$ cat src/rtl/uop_sequencer.sv
// uop_sequencer: expands each decoded LC-3b instruction into one or two
// registered micro-ops, with valid/ready handshakes on the instruction side
// and the micro-op side. LDI/STI (indirect) and TRAP (link, then vector
// fetch) take two micro-ops. Every other opcode takes one.
module uop_sequencer #(
  parameter int ALUOP_W         = 4,
  parameter int TAG_W           = 4,
  parameter int ENABLE_INDIRECT = 1
) (
  input  logic               clk,
  input  logic               rst_n,
  input  logic               flush,
  input  logic               in_valid,
  output logic               in_ready,
  input  logic [3:0]         opcode,
  input  logic               imm_check,
  input  logic               jsr_check,
  input  logic               rshf_check,
  output logic               uop_valid,
  input  logic               uop_ready,
  output logic [ALUOP_W-1:0] uop_aluop,
  output logic [1:0]         uop_sr2_sel,
  output logic               uop_load_regfile,
  output logic               uop_load_cc,
  output logic               uop_mem_read,
  output logic               uop_mem_write,
  output logic [1:0]         uop_addr_sel,
  output logic [1:0]         uop_dest_sel,
  output logic               uop_byte,
  output logic               uop_first,
  output logic               uop_last,
  output logic               uop_illegal,
  output logic [TAG_W-1:0]   uop_tag
);

  // LC-3b opcodes
  localparam logic [3:0] OP_BR   = 4'b0000;
  localparam logic [3:0] OP_ADD  = 4'b0001;
  localparam logic [3:0] OP_LDB  = 4'b0010;
  localparam logic [3:0] OP_STB  = 4'b0011;
  localparam logic [3:0] OP_JSR  = 4'b0100;
  localparam logic [3:0] OP_AND  = 4'b0101;
  localparam logic [3:0] OP_LDR  = 4'b0110;
  localparam logic [3:0] OP_STR  = 4'b0111;
  localparam logic [3:0] OP_NOT  = 4'b1001;
  localparam logic [3:0] OP_LDI  = 4'b1010;
  localparam logic [3:0] OP_STI  = 4'b1011;
  localparam logic [3:0] OP_JMP  = 4'b1100;
  localparam logic [3:0] OP_SHF  = 4'b1101;
  localparam logic [3:0] OP_LEA  = 4'b1110;
  localparam logic [3:0] OP_TRAP = 4'b1111;

  // lc3b_aluop encoding, zero-extended to ALUOP_W
  localparam logic [ALUOP_W-1:0] ALU_ADD = ALUOP_W'(0);
  localparam logic [ALUOP_W-1:0] ALU_AND = ALUOP_W'(1);
  localparam logic [ALUOP_W-1:0] ALU_NOT = ALUOP_W'(2);
  localparam logic [ALUOP_W-1:0] ALU_SLL = ALUOP_W'(4);
  localparam logic [ALUOP_W-1:0] ALU_SRL = ALUOP_W'(5);
  localparam logic [ALUOP_W-1:0] ALU_SRA = ALUOP_W'(6);

  // Operand / address / destination selects
  localparam logic [1:0] SR2_REG   = 2'b00;
  localparam logic [1:0] SR2_IMM5  = 2'b01;
  localparam logic [1:0] SR2_IMM4  = 2'b10;
  localparam logic [1:0] ADDR_BASE = 2'b00;
  localparam logic [1:0] ADDR_TEMP = 2'b01;
  localparam logic [1:0] ADDR_PC9  = 2'b10;
  localparam logic [1:0] ADDR_TVEC = 2'b11;
  localparam logic [1:0] DEST_DR   = 2'b00;
  localparam logic [1:0] DEST_R7   = 2'b01;
  localparam logic [1:0] DEST_TEMP = 2'b10;

  localparam bit INDIRECT = (ENABLE_INDIRECT != 0);

  typedef struct packed {
    logic [ALUOP_W-1:0] aluop;
    logic [1:0]         sr2_sel;
    logic               load_regfile;
    logic               load_cc;
    logic               mem_read;
    logic               mem_write;
    logic [1:0]         addr_sel;
    logic [1:0]         dest_sel;
    logic               byte_acc;
    logic               illegal;
  } uop_t;

  typedef enum logic {
    S_IDLE   = 1'b0,
    S_SECOND = 1'b1
  } state_e;

  // First (or only) micro-op of an instruction.
  function automatic uop_t dec_first(input logic [3:0] op, input logic imm,
                                     input logic jsr, input logic rshf);
    uop_t u;
    u = '0;
    case (op)
      OP_ADD, OP_AND: begin
        u.aluop        = (op == OP_AND) ? ALU_AND : ALU_ADD;
        u.sr2_sel      = imm ? SR2_IMM5 : SR2_REG;
        u.load_regfile = 1'b1;
        u.load_cc      = 1'b1;
        u.dest_sel     = DEST_DR;
      end
      OP_NOT: begin
        u.aluop        = ALU_NOT;
        u.load_regfile = 1'b1;
        u.load_cc      = 1'b1;
      end
      OP_SHF: begin
        u.aluop        = !rshf ? ALU_SLL : (imm ? ALU_SRA : ALU_SRL);
        u.sr2_sel      = SR2_IMM4;
        u.load_regfile = 1'b1;
        u.load_cc      = 1'b1;
      end
      OP_LDR, OP_LDB: begin
        u.mem_read     = 1'b1;
        u.addr_sel     = ADDR_BASE;
        u.load_regfile = 1'b1;
        u.load_cc      = 1'b1;
        u.byte_acc     = (op == OP_LDB);
      end
      OP_STR, OP_STB: begin
        u.mem_write = 1'b1;
        u.addr_sel  = ADDR_BASE;
        u.byte_acc  = (op == OP_STB);
      end
      OP_LDI: begin
        u.mem_read = 1'b1;
        u.addr_sel = ADDR_BASE;
        if (INDIRECT) begin
          // pointer fetch lands in TEMP; the data load follows
          u.dest_sel = DEST_TEMP;
        end else begin
          u.load_regfile = 1'b1;
          u.load_cc      = 1'b1;
        end
      end
      OP_STI: begin
        u.addr_sel = ADDR_BASE;
        if (INDIRECT) begin
          u.mem_read = 1'b1;
          u.dest_sel = DEST_TEMP;
        end else begin
          u.mem_write = 1'b1;
        end
      end
      OP_LEA: begin
        u.addr_sel     = ADDR_PC9;
        u.load_regfile = 1'b1;
        u.load_cc      = 1'b1;
      end
      OP_BR:  u.addr_sel = ADDR_PC9;
      OP_JMP: u.addr_sel = ADDR_BASE;
      OP_JSR: begin
        u.dest_sel     = DEST_R7;
        u.load_regfile = 1'b1;
        u.addr_sel     = jsr ? ADDR_PC9 : ADDR_BASE;
      end
      OP_TRAP: begin
        u.load_regfile = 1'b1;
        u.dest_sel     = DEST_R7;
      end
      default: u.illegal = 1'b1;
    endcase
    return u;
  endfunction

  // Second micro-op of a two-access instruction.
  function automatic uop_t dec_second(input logic [3:0] op);
    uop_t u;
    u = '0;
    case (op)
      OP_LDI: begin
        u.mem_read     = 1'b1;
        u.addr_sel     = ADDR_TEMP;
        u.load_regfile = 1'b1;
        u.load_cc      = 1'b1;
        u.dest_sel     = DEST_DR;
      end
      OP_STI: begin
        u.mem_write = 1'b1;
        u.addr_sel  = ADDR_TEMP;
      end
      OP_TRAP: begin
        u.mem_read = 1'b1;
        u.addr_sel = ADDR_TVEC;
      end
      default: u = '0;
    endcase
    return u;
  endfunction

  function automatic logic is_two(input logic [3:0] op);
    return (op == OP_TRAP) || (INDIRECT && ((op == OP_LDI) || (op == OP_STI)));
  endfunction

  state_e             r_state;
  logic               r_valid;
  uop_t               r_uop;
  uop_t               r_pend;
  logic               r_first;
  logic               r_last;
  logic [TAG_W-1:0]   r_tag;
  logic [TAG_W-1:0]   r_tag_cnt;

  logic               w_accept;
  logic               w_two;
  uop_t               w_dec0;
  uop_t               w_dec1;

  assign in_ready = (r_state == S_IDLE) && (!r_valid || uop_ready);
  assign w_accept = in_valid && in_ready;
  assign w_two    = is_two(opcode);
  assign w_dec0   = dec_first(opcode, imm_check, jsr_check, rshf_check);
  assign w_dec1   = dec_second(opcode);

  // Sequencer: accepts instructions, presents uop0/uop1 and holds under backpressure.
  always_ff @(posedge clk or negedge rst_n) begin
    if (!rst_n) begin
      r_state   <= S_IDLE;
      r_valid   <= 1'b0;
      r_uop     <= '0;
      r_pend    <= '0;
      r_first   <= 1'b0;
      r_last    <= 1'b0;
      r_tag     <= '0;
      r_tag_cnt <= '0;
    end else if (flush) begin
      // drop presented/pending uops and any instruction offered now; tags keep counting
      r_valid <= 1'b0;
      r_state <= S_IDLE;
    end else begin
      case (r_state)
        S_IDLE: begin
          if (w_accept) begin
            r_valid   <= 1'b1;
            r_uop     <= w_dec0;
            r_first   <= 1'b1;
            r_last    <= !w_two;
            r_tag     <= r_tag_cnt;
            r_tag_cnt <= r_tag_cnt + TAG_W'(1);
            if (w_two) begin
              r_pend  <= w_dec1;
              r_state <= S_SECOND;
            end
          end else if (uop_ready) begin
            r_valid <= 1'b0;
          end
        end
        S_SECOND: begin
          // uop0 is on the outputs; swap in uop1 once it is taken
          if (uop_ready) begin
            r_uop   <= r_pend;
            r_first <= 1'b0;
            r_last  <= 1'b1;
            r_state <= S_IDLE;
          end
        end
        default: r_state <= S_IDLE;
      endcase
    end
  end

  assign uop_valid        = r_valid;
  assign uop_aluop        = r_uop.aluop;
  assign uop_sr2_sel      = r_uop.sr2_sel;
  assign uop_load_regfile = r_uop.load_regfile;
  assign uop_load_cc      = r_uop.load_cc;
  assign uop_mem_read     = r_uop.mem_read;
  assign uop_mem_write    = r_uop.mem_write;
  assign uop_addr_sel     = r_uop.addr_sel;
  assign uop_dest_sel     = r_uop.dest_sel;
  assign uop_byte         = r_uop.byte_acc;
  assign uop_illegal      = r_uop.illegal;
  assign uop_first        = r_first;
  assign uop_last         = r_last;
  assign uop_tag          = r_tag;

endmodule

$ cat config.mk
export PLATFORM = sky130hd
export DESIGN_NAME = uop_sequencer
export DESIGN_NICKNAME = d
export VERILOG_FILES = /design/src/rtl/uop_sequencer.sv
export SDC_FILE = /design/constraint.sdc
export NUM_CORES = 1
export LEC_CHECK = 0
export ABC_CLOCK_PERIOD_IN_PS = 3100
export CAP_MARGIN = 0
export CORE_AREA = 8 8 79 81
export CTS_BUF_LIST = sky130_fd_sc_hd__clkbuf_8
export DETAILED_ROUTE_END_ITERATION = 7
export DIE_AREA = 0 0 87 89
export MAX_ROUTING_LAYER = met4
export PLACE_DENSITY = 0.62
export SYNTH_ARGS = -nofsm -noshare
export SYNTH_HDL_FRONTEND = slang
export SYNTH_SLANG_ARGS = --single-unit
$ cat constraint.sdc
create_clock -name clk -period 3.1 [get_ports clk]
set_clock_uncertainty 0.05 [all_clocks]
set_input_delay 0.93 -clock clk [delete_from_list [all_inputs] [get_ports clk]]
set_output_delay 0.93 -clock clk [all_outputs]
set_load 0.02 [all_outputs]
==> flow_summary.ini, run 1 <==
[hold_path]
hold_path_class = flop to flop
holdPathStages = 1

[finish]
drive_gt1_share_pct = 10.9
stdcell_count = 253
design_area_sq_um = 1960
num_antenna_cells = 0
fin_nets = 195
area.growth.synth_to_final_pct = 36.3
fillCellCount = 498
fin_util_pct = 39.5

[timing]
rsz0062_at_grt = false
period_needed_ps = 2880
final_max_slew_viol_count = 0
finalSetupViolCount = 0
final_hold_viol_count = 0
post-route-period-util_pct = 92.9
fmax_mhz = 347
hold_slack_ps = 414
worstMarginPinSlew_ps = 529
max-slew-margin-rel_pct = 64.8

[route]
via_per_inst = 4.53
vias = 1145
drt_iter0_markers = 78
routed_wl_um = 3350
drtAntennaViolNets = 0
drt-wirelength-per-cell_um = 13.2
drtPass1Iterations = 4
drc = 0

[clock_network]
cts_buffer_depth = 2
cts_tree = yes
cts-root-buf = clkbuf_8
cts_made_buffers = 5
cts.sinks = 31
clock_latency_ps = 280
clkTransAtPathRegs_ps = 60
cts.hold.buffers_added = 0
h-tree-depth = 2

[placement]
postPlaceCellArea_sq_um = 1870
dp.cells = 245
io_buffer_count = 34
hpwl_um = 2330
gp_congestion = 0.771

[synth]
async_flop_share_pct = 100
ys_seq_area_share_pct = 53.8
avgSynthCellArea_sq_um = 10.0
ys.flop_type = dfrtp_1
ys_seq_elements = 31
synthCells = 144
synth_cell_types = 38
synth_top_area_share_pct = 53.8
netlist_area_sq_um = 1440
synth_most_common_cell = dfrtp_1
synth.area.top_cells = dfrtp_1, nand2_1, a32o_1
synthTopCellsByCount = dfrtp_1, nand2_1, inv_1
synth_edf_count = 0
ys_warn_count = 0
yosysTopAreaCell = dfrtp_1
synth_fp_nets = 157

[die]
start_util_pct = 29.0
die-width_um = 87
rows = 26
fp.coreArea_sq_um = 4980
io-pin-count = 36
die-area_sq_um = 7740
die_y_um = 89

[global_route]
grt_pass1_vias = 1215
grt_overflow = 0
grt_pass1_wl_um = 5670
grt_max_degree = 32
antenna_found_initial = 0
grt_usage_pct = 9.88

[critical_path]
required_ps = 2120
startpoint_type = input pin
reg2regPathDepth = 4
endpoint_kind = output port
cp.arrival_ps = 1900
crit_type = input pin to output port
path_max_fanout = 2

[power_and_ir_drop]
p_leak_uw = 0.000889
vdd_ir_drop_max_uv = 279
power_density_nw_per_um2 = 615
power_uw = 1210

[outcome]
status = completed

[flow_run]
cap_violations = 0
-- metrics by stage --
step           worst slack (ps)  TNS (ps)
2_1_floorplan               851         0
3_3_place_gp              -71.7     -71.7
3_5_place_dp              -53.7     -53.7
4_1_cts                     202         0
5_1_grt                     153         0
6_report                    221         0
-- cell type report --
class	count	area, sq um	area share [%]
sequential	31	776	39.5
multi-input combinational	93	568	28.9
timing repair buffer	42	399	20.3
clock buffer	7	96.3	4.90
tap	70	87.6	4.46
inverter	9	33.8	1.72
clock inverter	1	3.75	0.191
-- repair_timing --
item | CTS | global route
setup buffers | 0 | 0
gates resized for setup | 1 | 0
setup endpoints to repair | 1 | 0
-- state kept, by name (all words and copies together), names as in the netlist --
signal            count
uop_last              1
uop_load_regfile      1
r_pend                5
uop_byte              1
uop_mem_read          1
uop_aluop             3
uop_load_cc           1
uop_first             1
uop_illegal           1
uop_tag               4
uop_sr2_sel           1
uop_dest_sel          2
uop_mem_write         1
uop_valid             1
r_state               1
r_tag_cnt             4
uop_addr_sel          2
-- layer usage --
metal  up-vias  GRT usage [%]  wire length [um]
li1        565              -                 -
met1       545           11.5              1660
met2        33           14.9              1470
met3         2           4.41               207
met4         0           3.29                15
met5         -              -                 0
-- where the power goes --
part           total [uW]  internal, uW  switching (uW)
clock network         349           199             150
registers             545           489            56.7
logic                 314           157             158
total                1210           844             364
-- kinds of logic after synthesis --
kind of cell,share of synthesized area (%)
other cells,0.260
xor+xnor,1.82
simple gates,19.7
buf+inv,6.77
flops,53.8
fa+ha+maj,0.868
compound gates,16.8
-- cell usage in the layout, fill, tap and decap left out, types with 2 or more instances in the layout --
cell type / synthesis / final
nor2_1: 8 / 8
nor3_2: 2 / 2
nand2b_1: 2 / 2
xnor2_1: 3 / 3
a21o_1: 2 / 2
a21oi_1: 6 / 6
nor3_1: 3 / 3
inv_1: 9 / 10
nor2b_1: 3 / 3
buf_4: 2 / 8
a22o_1: 2 / 2
a32o_1: 6 / 6
clkdlybuf4s50_1: 0 / 33
clkbuf_8: 0 / 7
dfrtp_1: 31 / 31
nand3_1: 2 / 2
nand2_1: 28 / 28
o21ai_0: 7 / 7
-- worst max-delay path, cell delays in order --
cell	delay, ps
clkdlybuf4s50_1	420
nor2b_1	160
nor2_1	50
dlygate4sd2_1	340
-- path summary, 6_finish.rpt --
path                                       start                           to  slack (ps)
max                                    uop_ready                     in_ready         220
min                        r_pend[4]$_DFFE_PN0P_        r_pend[4]$_DFFE_PN0P_         410
max reg2reg                    r_state$_DFF_PN0_   uop_sr2_sel[0]$_DFFE_PN0P_        1250
min reg2reg                r_pend[4]$_DFFE_PN0P_        r_pend[4]$_DFFE_PN0P_         410
max in group asynchronous                  rst_n  uop_dest_sel[0]$_DFFE_PN0P_        1710
min in group asynchronous                  rst_n        uop_first$_DFFE_PN0P_         990
No activity file was read; power rests on OpenSTA's default activity.
==> inputs of run 2 (changes only) <==
Settings changed: ABC_CLOCK_PERIOD_IN_PS 3100 to 3320.
Clock period 3.1 ns to 3.32 ns, I/O delays scaled along.
==> flow_summary.ini, run 2 (synthesis gave the netlist of run 1 again) <==
[clock_network]
cts_tree = yes
cts-root-buf = clkbuf_8
cts_buffer_depth = 2
h-tree-depth = 2
clkTransAtPathRegs_ps = 60
clock_latency_ps = 280
cts_setup_buffers = 0
cts.sinks = 31
cts_made_buffers = 5

[outcome]
status = completed

[power_and_ir_drop]
comb_power_share_pct = 26.4
power.internal_uw = 764
p_leak_uw = 0.000876
vdd_ir_drop_max_uv = 191
clock_power_share_pct = 27.3
pwr-share-seq_pct = 46.3
power_uw = 1100
swShare_pct = 30.6
power_switching_uw = 337
power_density_nw_per_um2 = 566

[critical_path]
required_ps = 2270
endpoint_kind = output port
crit_type = input pin to output port
path_max_fanout = 2
cp.arrival_ps = 1990
startpoint_type = input pin

[global_route]
grt_pass1_vias = 1127
grt_overflow = 0
grt_pass1_wl_um = 5380
antenna_found_initial = 0
grt_usage_pct = 9.45
grt_max_degree = 32

[route]
drt_iter0_markers = 67
via_per_inst = 4.59
drtPass1Iterations = 4
drtAntennaViolNets = 0
drt-wirelength-per-cell_um = 13.1
vias = 1151
routed_wl_um = 3290
drc = 0

[timing]
max-slew-margin-rel_pct = 65.7
period_needed_ps = 3040
finalSetupViolCount = 0
fmax_mhz = 329
post-route-period-util_pct = 91.5
final_max_slew_viol_count = 0
layout_setup_ws_ps = 282
rsz0062_at_grt = false
final_hold_viol_count = 0
worstMarginPinSlew_ps = 515
fin_setup_tns_ps = 0

[die]
io-pin-count = 36
die-width_um = 87
start_util_pct = 29.0
die-area_sq_um = 7740
rows = 26
fp.coreArea_sq_um = 4980
die_y_um = 89

[finish]
largest_reg_flops = 5
fin_nets = 194
top_register = r_pend
drive_gt1_share_pct = 10.5
num_antenna_cells = 0
design_area_sq_um = 1940
mostFrequentLayoutCells = clkdlybuf4s50_1, dfrtp_1, nand2_1, inv_1, nor2_1
area.growth.synth_to_final_pct = 34.9
layout_commonest_cell = clkdlybuf4s50_1
stdcell_count = 251

[placement]
gp_congestion = 0.719
post-place-ws_ps = 8.44
io_buffer_count = 34
dp.cells = 244
hpwl_um = 2300
postPlaceCellArea_sq_um = 1860

[hold_path]
hold_path_class = flop to flop

[flow_run]
cap_violations = 0
-- run 2: cell count changes in the layout (fill, tap and decap cells not counted), sizes merged --
cell and delta:
buf -1, clkbuf -1, clkinv +1, inv -1
-- run 2: power by group through the flow --
stage / combinational, uW / sequential, uW / clock, uW
after floorplan: 114 / 559 / 0
after global placement: 294 / 515 / 0
after detailed placement: 296 / 517 / 0
after CTS: 296 / 511 / 307
after global routing: 315 / 522 / 325
final: 290 / 510 / 300
-- run 2: worst max-delay path: stages --
cell and delay (ps):
clkdlybuf4s50_1 480, nor2b_1 60, nor2_1 100, dlygate4sd2_1 350
-- run 2: repair_timing --
action                                  CTS  global route
gates resized for setup                   1             0
endpoints found under the setup margin    1             0
hold buffers                              0             0
-- run 2: routing by layer --
metal	part of all wire [%]	vias up	track usage, %	routed length (um)
met2	44	34	13.4	1450
li1	-	559	-	-
met3	6.3	2	4.23	207
met5	0	-	-	0
met4	0.46	0	3.29	15
met1	49	556	11.6	1620
-- run 2: worst paths after layout --
kind	start	endpoint	slack, ps	depth (start not counted)
setup / recovery	uop_ready	in_ready	280	4
hold / removal	r_pend[4]$_DFFE_PN0P_	r_pend[4]$_DFFE_PN0P_	420	1
setup reg to reg	r_state$_DFF_PN0_	uop_aluop[1]$_DFFE_PN0P_	1500	4
hold reg to reg	r_pend[4]$_DFFE_PN0P_	r_pend[4]$_DFFE_PN0P_	420	1
max in group asynchronous	rst_n	uop_dest_sel[0]$_DFFE_PN0P_	1880	2
min in group asynchronous	rst_n	uop_tag[3]$_DFFE_PN0P_	1050	2
-- run 2: stage by stage --
stage,utilization [%],hold WS [ps]
2_1_floorplan,-,385
3_3_place_gp,37.3,400
3_5_place_dp,37.3,403
4_1_cts,39.1,421
5_1_grt,39.1,443
6_report,39.1,416
-- run 2: layout make-up --
cell class,count,area [sq um]
Inverter,9,33.8
Fill cell,527,3030
Multi-Input combinational cell,93,568
Timing Repair Buffer,41,392
Tap cell,70,87.6
Clock buffer,6,82.6
Clock inverter,1,5.00
Sequential cell,31,776
==> RTL edit, RTL diff (flow settings as in run 2) <==
Change the parameter `TAG_W` from 4 to 3.
--- a/src/rtl/uop_sequencer.sv
+++ b/src/rtl/uop_sequencer.sv
@@ -5,5 +5,5 @@
 module uop_sequencer #(
   parameter int ALUOP_W         = 4,
-  parameter int TAG_W           = 4,
+  parameter int TAG_W           = 3,
   parameter int ENABLE_INDIRECT = 1
 ) (
Ports: changed (resized uop_tag); port bits go from 36 to 35. No check against the original RTL was run, so the function may have changed too.
==> RTL edit against run 2 <==
Worst setup slack improved by 0.13 ns. Power decreased by 7.3%. Combinational power shrank 3%. Wire length down 2.4%. Critical path depth did not move. Final cell count shrank 5.2%. Clock power fell by 9.7%. Synthesized cell count fell by 7.6%. Synthesized area is 2.5% lower. Sequential cell count down 2. Die area did not move. Cell area fell by 3.7%. Critical endpoint unchanged.
==> RTL edit: results (changes against run 2) <==
| Metric | Value |
|---|---|
| Outcome | complete, no violations |
| Number of H-tree levels | 2 (unchanged) |
| Max VDD drop | 234 uV (+23%) |
| First-pass GRT wire length | 5090 um (-5.4%) |
| Hold Path Class | reg2reg |
| Vias in the first global route | 1,038 (-7.9%) |
| Max FFs per register | 5 (unchanged) |
| Clk_lat worst skew | 0.28 ns (about the same) |
| Leak Pwr | 0.812 nW (-7.3%) |
| Largest Register | r_pend |
| Post-CTS Setup Bufs | 0 (unchanged) |
| Uppermost layer routed | met4 |
| Synth area leaders | dfrtp_1 (52%), nand2_1 (4.5%), a32o_1 (3.6%) |
| Synth async-reset ratio | 1.00 (unchanged) |
| Initial DRT Pass Iterations | 4 (unchanged) |
| N_diodes | 0 (unchanged) |
| Synthesis Warnings | 0 (unchanged) |
| Met2 wire length | 1520 um (+5.2%) |
| Number of remaining DRC errors | 0 (unchanged) |
| Initial drt markers | 62 (-7.5%) |
| Worst path arrival time | 1.86 ns (-0.13 ns) |
| Number of fill cells | 508 (-3.6%) |
| Syn nets | 146 (-7.0%) |
| WL met1 | 1430 um (-12%) |
| Switching Fraction | 0.303 (-0.00273) |
| Post-synthesis sequential area ratio | 0.516 (-0.0217) |
| DR WL met3 | 242 um (+17%) |
| Dpl hpwl | 2300 um (+0.14%) |
| Clock root cell | clkbuf_8 |
| Placer congestion estimate | 0.732 (+1.8%) |
| Crit path max fanout | 2 (unchanged) |
| Post-synth cell types | 40 (+5.3%) |
| Pre-CTS setup slack | 0.0244 ns (+0.0160 ns) |
| Via density | 4.43 (-3.3%) |
| Primary FF master, synth | dfrtp_1 |
| IO buf count | 33 (-2.9%) |
| Initial antenna violation count | 0 (unchanged) |
| Slew @ Worst Pin | 0.577 ns (+0.0619 ns) |
| Total track usage | 0.0873 (-0.00717) |
| Wirelength per Cell | 13.5 um (+2.9%) |
| Largest net degree at the start of global routing | 30 (-6.3%) |
| Final Net Count | 180 (-7.2%) |
| CTS max path bufs | 2 (unchanged) |
| Layout cells sized above 1 | 0.131 (+0.0260) |
| CTS Buf Count | 5 (unchanged) |
| Commonest cells post-synth | dfrtp_1 (29), nand2_1 (17), nor2_1 (8) |
RTL edit: power groups by stage:
stage               Combinational, W  Sequential [W]  Clock [W]
finish                      0.000282        0.000467   0.000271
global route                0.000305        0.000477   0.000298
CTS                         0.000288        0.000469   0.000285
detailed placement          0.000287        0.000475          0
global placement            0.000284        0.000471          0
floorplan                   0.000111        0.000515          0
RTL edit: logic make-up (layout without fill, tap and decap cells):
family / Yosys count / after routing / share of synthesized area
and+or+nand+nor: 48 / 48 / 0.187
AOI/OAI and AO/OA: 29 / 29 / 0.155
DFF: 29 / 29 / 0.516
buffers and inverters: 17 / 52 / 0.0686
muxes: 5 / 5 / 0.0427
xor gates and xnor gates: 3 / 3 / 0.0187
adders and majority gates: 1 / 1 / 0.00890
other: 1 / 1 / 0.00267
RTL edit: per-stage QoR:
stage	power [W]	instance area, um2	utilization	instances
final	0.00102	1870	0.376	238
after global routing	0.00108	1870	0.376	238
after CTS	0.00104	1870	0.376	238
after detailed placement	0.000762	1790	0.359	230
after global placement	0.000755	1790	0.359	230
after floorplan	0.000626	1410	-	133
RTL edit: layout make-up:
cell class | count | area share
Tap cell | 70 | 0.0468
Clock inverter | 3 | 0.00735
Multi-Input combinational cell | 87 | 0.311
Inverter | 6 | 0.0120
Sequential cell | 29 | 0.388
Timing Repair Buffer | 38 | 0.198
Clock buffer | 5 | 0.0368
RTL edit: path summary, 6_finish.rpt:
kind	start	end	slack [ns]	cells past startpoint
worst max-delay path	uop_ready	in_ready	0.41	4
worst min-delay path	r_pend[6]	r_pend[6]	0.42	1
worst max register to register	r_state	uop_aluop[2]	1.54	5
worst min register to register	r_pend[6]	r_pend[6]	0.42	1
max in group asynchronous	rst_n	uop_illegal	1.89	2
min in group asynchronous	rst_n	uop_first	1.05	2
RTL edit: per-layer routing:
metal	GRT usage	vias to the layer above
met5	-	-
met4	0.0282	0
met3	0.0469	4
met2	0.133	25
met1	0.0965	503
li1	-	523
RTL edit: worst max-delay path, cell delays in order:
cell             delay, ns
clkdlybuf4s50_1       0.50
nor2b_2               0.06
nor2_1                0.07
dlymetal6s2s_1        0.23
RTL edit: what timing repair did:
| item | in CTS | in global routing |
|---|---|---|
| hold buffers | 0 | 0 |
| resized for setup | 0 | 1 |
| endpoints found under the setup margin | 0 | 1 |
